<file path="config.mk">
export PLATFORM = sky130hd
export DESIGN_NAME = hazard_controller_flat
export DESIGN_NICKNAME = d
export VERILOG_FILES = /design/src/rtl/hazard_pkg.sv /design/src/rtl/hazard_controller_if.sv /design/src/rtl/hazard_controller_loaduse_detect.sv /design/src/rtl/hazard_controller.sv /design/src/flat_wrapper.sv
export SDC_FILE = /design/constraint.sdc
export NUM_CORES = 1
export LEC_CHECK = 0
export CORE_MARGIN = 3
export CORE_UTILIZATION = 43
export CTS_CLUSTER_DIAMETER = 100
export DETAILED_ROUTE_END_ITERATION = 10
export PLACE_DENSITY_LB_ADDON = 0.3
export SLEW_MARGIN = 20
export SYNTH_ARGS = -nofsm -noshare
export SYNTH_HDL_FRONTEND = slang
export SYNTH_SLANG_ARGS = --single-unit
</file>
<file path="constraint.sdc">
create_clock -name clk -period 2.22 [get_ports clk]
set_input_delay 0.222 -clock clk [delete_from_list [all_inputs] [get_ports clk]]
set_output_delay 0.222 -clock clk [all_outputs]
set_load 0.1 [all_outputs]
</file>
<file path="src/rtl/hazard_pkg.sv">
// Shared types and constants for the pipeline hazard controller.
//   hz_state_t   : sequencer states
//   REG_ZERO     : architectural zero register (never a real producer)
//   stage_ctrl_t : stall/flush enables for the pipeline registers
package hazard_pkg;

  localparam int unsigned REG_W = 5;
  localparam int unsigned CNT_W = 3;

  localparam logic [REG_W-1:0] REG_ZERO = 5'd0;

  typedef enum logic [1:0] {
    IDLE     = 2'd0,
    LD_STALL = 2'd1,
    MC_WAIT  = 2'd2,
    REDIRECT = 2'd3
  } hz_state_t;

  typedef struct packed {
    logic stallF;
    logic stallD;
    logic stallE;
    logic flushD;
    logic flushE;
    logic flushM;
  } stage_ctrl_t;

endpackage

</file>
<file path="src/rtl/hazard_controller_if.sv">
// Pipeline-side signal bundle of the hazard controller.
//   slave  : the controller (reads pipeline status, drives stall/flush)
//   master : the pipeline / environment
interface hazard_controller_if #(
  parameter int unsigned STALL_CNT_W = 32
) ();
  logic [4:0] rs1D;
  logic [4:0] rs2D;
  logic       use_rs1D;
  logic       use_rs2D;
  logic [4:0] rdE;
  logic [4:0] rdM;
  logic       MemReadE;
  logic       MemReadM;
  logic       RegWriteE;
  logic       RegWriteM;
  logic       mc_opE;
  logic       mc_done;
  logic       pc_redirectE;

  logic       mc_start;
  logic       stallF;
  logic       stallD;
  logic       stallE;
  logic       flushD;
  logic       flushE;
  logic       flushM;
  logic [STALL_CNT_W-1:0] stall_cycles;

  modport slave (
    input  rs1D, rs2D, use_rs1D, use_rs2D, rdE, rdM,
           MemReadE, MemReadM, RegWriteE, RegWriteM,
           mc_opE, mc_done, pc_redirectE,
    output mc_start, stallF, stallD, stallE, flushD, flushE, flushM,
           stall_cycles
  );

  modport master (
    output rs1D, rs2D, use_rs1D, use_rs2D, rdE, rdM,
           MemReadE, MemReadM, RegWriteE, RegWriteM,
           mc_opE, mc_done, pc_redirectE,
    input  mc_start, stallF, stallD, stallE, flushD, flushE, flushM,
           stall_cycles
  );
endinterface

</file>
<file path="src/rtl/hazard_controller_loaduse_detect.sv">
// Combinational load-use detection against the E and M stage loads.
//   inputs : decode sources/use flags, E/M destination, load and write flags
//   outputs: hitE (load in E feeds D), hitM (load in M feeds D)
module loaduse_detect
  import hazard_pkg::*;
(
  input  logic [REG_W-1:0] rs1D,
  input  logic [REG_W-1:0] rs2D,
  input  logic             use_rs1D,
  input  logic             use_rs2D,
  input  logic [REG_W-1:0] rdE,
  input  logic [REG_W-1:0] rdM,
  input  logic             MemReadE,
  input  logic             MemReadM,
  input  logic             RegWriteE,
  input  logic             RegWriteM,
  output logic             hitE,
  output logic             hitM
);

  always_comb begin
    hitE = MemReadE & RegWriteE & (rdE != REG_ZERO) &
           ((use_rs1D & (rdE == rs1D)) | (use_rs2D & (rdE == rs2D)));
    hitM = MemReadM & RegWriteM & (rdM != REG_ZERO) &
           ((use_rs1D & (rdM == rs1D)) | (use_rs2D & (rdM == rs2D)));
  end

endmodule

</file>
<file path="src/rtl/hazard_controller.sv">
// Stall/flush sequencer for the 6-stage pipeline: load-use stalls,
// multicycle E-stage ops (start/done handshake) and E-stage redirects.
//   clk, rst : clock, asynchronous active-high reset
//   hz       : pipeline status in, stall/flush/mc_start and stall counter out
module hazard_controller
  import hazard_pkg::*;
#(
  parameter int unsigned REDIRECT_BUBBLES = 2,
  parameter int unsigned LDUSE_E_STALL    = 2,
  parameter int unsigned STALL_CNT_W      = 32
) (
  input  logic                clk,
  input  logic                rst,
  hazard_controller_if.slave  hz
);

  // Counter reload values; only used when the corresponding length exceeds 1.
  localparam logic [CNT_W-1:0] REDIR_RELOAD =
    CNT_W'((REDIRECT_BUBBLES > 1) ? REDIRECT_BUBBLES - 2 : 0);
  localparam logic [CNT_W-1:0] LD_RELOAD =
    CNT_W'((LDUSE_E_STALL > 1) ? LDUSE_E_STALL - 2 : 0);

  hz_state_t              state_q, state_d;
  logic [CNT_W-1:0]       cnt_q, cnt_d;
  logic [STALL_CNT_W-1:0] stall_cycles_q;
  stage_ctrl_t            ctrl;
  logic                   mc_start_c;
  logic                   hitE, hitM;

  loaduse_detect u_loaduse_detect (
    .rs1D      (hz.rs1D),
    .rs2D      (hz.rs2D),
    .use_rs1D  (hz.use_rs1D),
    .use_rs2D  (hz.use_rs2D),
    .rdE       (hz.rdE),
    .rdM       (hz.rdM),
    .MemReadE  (hz.MemReadE),
    .MemReadM  (hz.MemReadM),
    .RegWriteE (hz.RegWriteE),
    .RegWriteM (hz.RegWriteM),
    .hitE      (hitE),
    .hitM      (hitM)
  );

  // State and bubble counter.
  always_ff @(posedge clk or posedge rst) begin
    if (rst) begin
      state_q <= IDLE;
      cnt_q   <= '0;
    end else begin
      state_q <= state_d;
      cnt_q   <= cnt_d;
    end
  end

  // Next state and stage controls.
  always_comb begin
    state_d    = state_q;
    cnt_d      = cnt_q;
    ctrl       = '0;
    mc_start_c = 1'b0;
    case (state_q)
      IDLE: begin
        // A redirect kills whatever sits in E, including a multicycle op.
        if (hz.pc_redirectE) begin
          ctrl.flushD = 1'b1;
          ctrl.flushE = 1'b1;
          if (REDIRECT_BUBBLES > 1) begin
            state_d = REDIRECT;
            cnt_d   = REDIR_RELOAD;
          end
        end else if (hz.mc_opE) begin
          mc_start_c  = 1'b1;
          ctrl.stallF = 1'b1;
          ctrl.stallD = 1'b1;
          ctrl.stallE = 1'b1;
          ctrl.flushM = 1'b1;
          state_d     = MC_WAIT;
        end else if (hitE) begin
          ctrl.stallF = 1'b1;
          ctrl.stallD = 1'b1;
          ctrl.flushE = 1'b1;
          if (LDUSE_E_STALL > 1) begin
            state_d = LD_STALL;
            cnt_d   = LD_RELOAD;
          end
        end else if (hitM) begin
          ctrl.stallF = 1'b1;
          ctrl.stallD = 1'b1;
          ctrl.flushE = 1'b1;
        end
      end
      LD_STALL: begin
        ctrl.stallF = 1'b1;
        ctrl.stallD = 1'b1;
        ctrl.flushE = 1'b1;
        if (cnt_q == '0) state_d = IDLE;
        else             cnt_d   = cnt_q - CNT_W'(1);
      end
      MC_WAIT: begin
        // Release in the done cycle so the result moves to M on the next edge.
        if (hz.mc_done) begin
          state_d = IDLE;
        end else begin
          ctrl.stallF = 1'b1;
          ctrl.stallD = 1'b1;
          ctrl.stallE = 1'b1;
          ctrl.flushM = 1'b1;
        end
      end
      REDIRECT: begin
        ctrl.flushD = 1'b1;
        if (hz.pc_redirectE) begin
          ctrl.flushE = 1'b1;
          cnt_d       = REDIR_RELOAD;
        end else if (cnt_q == '0) begin
          state_d = IDLE;
        end else begin
          cnt_d = cnt_q - CNT_W'(1);
        end
      end
      default: state_d = IDLE;
    endcase
  end

  // Saturating count of cycles with the PC held.
  always_ff @(posedge clk or posedge rst) begin
    if (rst) begin
      stall_cycles_q <= '0;
    end else if (ctrl.stallF && (stall_cycles_q != '1)) begin
      stall_cycles_q <= stall_cycles_q + STALL_CNT_W'(1);
    end
  end

  // Inputs still reach the decode logic during reset, so gate every control.
  assign hz.mc_start     = mc_start_c  & ~rst;
  assign hz.stallF       = ctrl.stallF & ~rst;
  assign hz.stallD       = ctrl.stallD & ~rst;
  assign hz.stallE       = ctrl.stallE & ~rst;
  assign hz.flushD       = ctrl.flushD & ~rst;
  assign hz.flushE       = ctrl.flushE & ~rst;
  assign hz.flushM       = ctrl.flushM & ~rst;
  assign hz.stall_cycles = stall_cycles_q;

endmodule

</file>
<file path="src/flat_wrapper.sv">
// flat-port wrapper written by rule: the top's interface ports become plain ports
module hazard_controller_flat import hazard_pkg::*;
#(
  parameter int unsigned REDIRECT_BUBBLES = 2,
  parameter int unsigned LDUSE_E_STALL    = 2,
  parameter int unsigned STALL_CNT_W      = 32
)
  (clk, rst, hz_rs1D, hz_rs2D, hz_use_rs1D, hz_use_rs2D, hz_rdE, hz_rdM, hz_MemReadE, hz_MemReadM, hz_RegWriteE, hz_RegWriteM, hz_mc_opE, hz_mc_done, hz_pc_redirectE, hz_mc_start, hz_stallF, hz_stallD, hz_stallE, hz_flushD, hz_flushE, hz_flushM, hz_stall_cycles);
  hazard_controller_if #(.STALL_CNT_W(STALL_CNT_W)) hz_i ();
  input  logic clk;
  input  logic rst;
  input wire logic [$bits(hz_i.rs1D)-1:0] hz_rs1D;
  input wire logic [$bits(hz_i.rs2D)-1:0] hz_rs2D;
  input wire logic [$bits(hz_i.use_rs1D)-1:0] hz_use_rs1D;
  input wire logic [$bits(hz_i.use_rs2D)-1:0] hz_use_rs2D;
  input wire logic [$bits(hz_i.rdE)-1:0] hz_rdE;
  input wire logic [$bits(hz_i.rdM)-1:0] hz_rdM;
  input wire logic [$bits(hz_i.MemReadE)-1:0] hz_MemReadE;
  input wire logic [$bits(hz_i.MemReadM)-1:0] hz_MemReadM;
  input wire logic [$bits(hz_i.RegWriteE)-1:0] hz_RegWriteE;
  input wire logic [$bits(hz_i.RegWriteM)-1:0] hz_RegWriteM;
  input wire logic [$bits(hz_i.mc_opE)-1:0] hz_mc_opE;
  input wire logic [$bits(hz_i.mc_done)-1:0] hz_mc_done;
  input wire logic [$bits(hz_i.pc_redirectE)-1:0] hz_pc_redirectE;
  output wire logic [$bits(hz_i.mc_start)-1:0] hz_mc_start;
  output wire logic [$bits(hz_i.stallF)-1:0] hz_stallF;
  output wire logic [$bits(hz_i.stallD)-1:0] hz_stallD;
  output wire logic [$bits(hz_i.stallE)-1:0] hz_stallE;
  output wire logic [$bits(hz_i.flushD)-1:0] hz_flushD;
  output wire logic [$bits(hz_i.flushE)-1:0] hz_flushE;
  output wire logic [$bits(hz_i.flushM)-1:0] hz_flushM;
  output wire logic [$bits(hz_i.stall_cycles)-1:0] hz_stall_cycles;
  assign hz_i.rs1D = hz_rs1D;
  assign hz_i.rs2D = hz_rs2D;
  assign hz_i.use_rs1D = hz_use_rs1D;
  assign hz_i.use_rs2D = hz_use_rs2D;
  assign hz_i.rdE = hz_rdE;
  assign hz_i.rdM = hz_rdM;
  assign hz_i.MemReadE = hz_MemReadE;
  assign hz_i.MemReadM = hz_MemReadM;
  assign hz_i.RegWriteE = hz_RegWriteE;
  assign hz_i.RegWriteM = hz_RegWriteM;
  assign hz_i.mc_opE = hz_mc_opE;
  assign hz_i.mc_done = hz_mc_done;
  assign hz_i.pc_redirectE = hz_pc_redirectE;
  assign hz_mc_start = hz_i.mc_start;
  assign hz_stallF = hz_i.stallF;
  assign hz_stallD = hz_i.stallD;
  assign hz_stallE = hz_i.stallE;
  assign hz_flushD = hz_i.flushD;
  assign hz_flushE = hz_i.flushE;
  assign hz_flushM = hz_i.flushM;
  assign hz_stall_cycles = hz_i.stall_cycles;
  hazard_controller #(.REDIRECT_BUBBLES(REDIRECT_BUBBLES), .LDUSE_E_STALL(LDUSE_E_STALL), .STALL_CNT_W(STALL_CNT_W)) u_core (.clk(clk), .rst(rst), .hz(hz_i));
endmodule
</file>
==> metrics <==
Die X=80.6 um; Layout Nets=408; Routability Congestion=0.962; clk root buf=clkbuf_8; Syn Std Cell Area=2400 um2; Setup CP Type=primary input to output pin; Data arrival, critical path=2.19 ns; count leader, synth=xor2_1; worst min path class=flip-flop to flip-flop; asr flop ratio synth=1.00; synth top area cells=dfrtp_1 39%, xor2_1 15%, nand3_1 4.4%; first-pass GRT wire length=11,600 um; mux cell area share after synthesis=0.0141; GRT Resource Usage Total=0.231; wire per inst=18.3 um; Simple-Gate Fraction of Synth Area=0.268; Max Fclk=415 MHz; CP Capture Type=output pin; final setup margin=-0.192 ns; PD cells=949 nW/um2; crit path max fanout=2; Syn Inst Count=251; CP required=2.00 ns; Worst IR Drop VDD=1.79 mV; initial DRC count=134; final setup fails=22; Final ANT Viol Nets=0; register area share after synthesis=0.386; Main synth FF type=dfrtp_1; Slowest-stage cell, CP=a2111oi_4; GR Overflow Total=0; Die Y=80.6 um; antenna violations before repair=0; dpl ws=-0.624 ns; Post-DP HPWL=5120 um; #FFs+latches synth=37; period utilisation layout=1.09; Synth Area in XOR/XNOR=0.179; clk_lat worst skew=0.30 ns; cell family with the largest share of critical-path delay=simple AND/OR/NAND/NOR gates; top-area cell type share of the netlist area=0.386; largest net degree at the start of global routing=38; Via density=5.53; clock tree buffer depth=2; Area growth, synth to finish=78.4%; Setup Skew=0.0115 ns; CP bufs+invs=3; adder-cell share of the synthesized area=0.0418; Syn Nets=290; status=complete, but fails checks; Fin Setup TNS=-1.35 ns; hold buffers post-CTS=0; violated checks=negative setup slack; router iterations before antenna repair=5; Clock Pin Slew Worst Setup and Hold Paths=0.07 ns; max_cap viols=0; core area=5240 um2; Final Hold Viols=0; WL final=8050 um; top post-synthesis cells by count=40 x xor2_1, 37 x dfrtp_1, 21 x nand3_1; startpoint types=primary input; crit-path max cell delay=0.35 ns; largest family of logic cells by synthesized area=simple AND/OR/NAND/NOR gates; Slew @ Worst Pin=0.635 ns; row cnt=26; cts bufs inserted=5; vias post-DR=2,432; Starting Density=0.457; Avg Inst Size Synth=9.55 um2; clock sink count=37; filler instances=289; crit path cell chain=buf_2 -> xor2_2 -> nor4_2 -> nand3_1 -> a21o_1 -> buf_6 -> a2111oi_4 -> or2_4 -> and2_4 -> buf_12; Hold Slack=0.498 ns; vias in the first global route=2,353; max-slew violations=0; Pleak=2.02 nW; worst rel slew slack=0.575; # DRC=0; CTS tree=built; area leader, netlist=dfrtp_1; H-tree depth=2; ant diodes=0; RSZ-0062 raised after global routing=yes; fin util=0.816; EDFF count, synth=0; synth unique cells=42; Tmin final=2.41 ns; YS warnings=0; I/O Buffers=69; IO Pins=70; Synth Area in Compound Gates=0.0736; share of layout cells above drive strength 1=0.559; die area=6500 um2
-- power by group --
part / switching [W] / leakage [nW] / internal [W]
Sequential: 0.000127 / 0.443 / 0.000767
Clock: 0.000272 / 0.0681 / 0.000447
Combinational: 0.00152 / 1.51 / 0.000927
-- final timing paths --
| kind | cells after the start | slack, ns | endpoint | from |
|---|---|---|---|---|
| hold reg to reg | 1 | 0.50 | u_core.hz.stall_cycles[22] | u_core.hz.stall_cycles[22] |
| setup reg to reg | 9 | -0.10 | u_core.hz.stall_cycles[15] | u_core.hz.stall_cycles[18] |
| min in group asynchronous | 3 | 0.72 | u_core.hz.stall_cycles[15] | rst |
| setup / recovery | 10 | -0.19 | hz_stallF | hz_rs2D[0] |
| max in group asynchronous | 3 | 1.13 | u_core.hz.stall_cycles[18] | rst |
| hold / removal | 1 | 0.50 | u_core.hz.stall_cycles[22] | u_core.hz.stall_cycles[22] |
-- registers in the layout (all words and copies together) (netlist names) --
signal                  flops
u_core.cnt_q                3
u_core.state_q              2
u_core.hz.stall_cycles     32
-- placed cells by master (no fill, tap or decap), types with 2 or more instances in the layout --
cell,n
nor2_4,7
buf_2,6
dfrtp_4,16
nand3_1,21
xor2_1,34
buf_8,2
a22o_1,3
xnor2_1,6
and3_4,5
bufinv_16,2
buf_6,12
inv_2,2
a21oi_1,5
clkdlybuf4s15_1,2
buf_12,11
nand2_1,11
nand2_4,2
dfrtp_1,8
nor4_4,13
nor3_4,8
or4_1,2
mux2_4,2
clkdlybuf4s50_1,10
buf_4,71
nor4_2,3
and3_1,5
xor2_2,6
nand4_1,9
or3_4,2
nor2_1,8
dfrtp_2,13
clkbuf_8,5
nor3_1,3
inv_1,10
ha_1,8
xnor2_2,3
o21ai_0,4
nand2b_1,3
-- metal layers --
layer / up-vias / wire (um) / GRT usage
li1: 1123 / - / -
met1: 1210 / 3180 / 0.294
met2: 79 / 4300 / 0.401
met3: 20 / 415 / 0.0392
met4: 0 / 158 / 0.0693
met5: - / 0 / 0
-- stage by stage --
stage                     cell area (um2)  std cells  power (W)
final                                4270        440    0.00406
after CTS                            4080        439    0.00392
after floorplan                      2740        251    0.00235
after global placement               3750        424    0.00287
after detailed placement             3750        424    0.00292
after global routing                 4270        440    0.00418
-- what timing repair did --
item                                   CTS  global route
cloned                                   1             0
endpoints found under the hold margin    0             0
pin swaps                               28            28
setup endpoints to repair               37            37
resized for setup                       95            42
buffers inserted                         7             1
-- final cells by class --
class | instances | area, um2 | share of cell area
clock inverters | 3 | 65.1 | 0.0152
inverters | 12 | 45.0 | 0.0105
flip-flops and latches | 37 | 1000 | 0.234
well taps | 70 | 87.6 | 0.0205
repair buffers | 118 | 1120 | 0.262
multi-input cells | 195 | 1890 | 0.441
clock buffers | 5 | 68.8 | 0.0161
-- kinds of logic (layout without fill, tap and decap cells) --
kind of cell / Yosys count / after routing
buffers and inverters: 19 / 138
XOR/XNOR: 49 / 49
flip-flops: 37 / 37
multiplexers: 3 / 3
AO/OA/AOI/OAI: 23 / 23
adder cells (fa/ha/maj): 8 / 8
AND/OR/NAND/NOR: 112 / 112
Note: power is estimated with default switching activity, not from simulation.
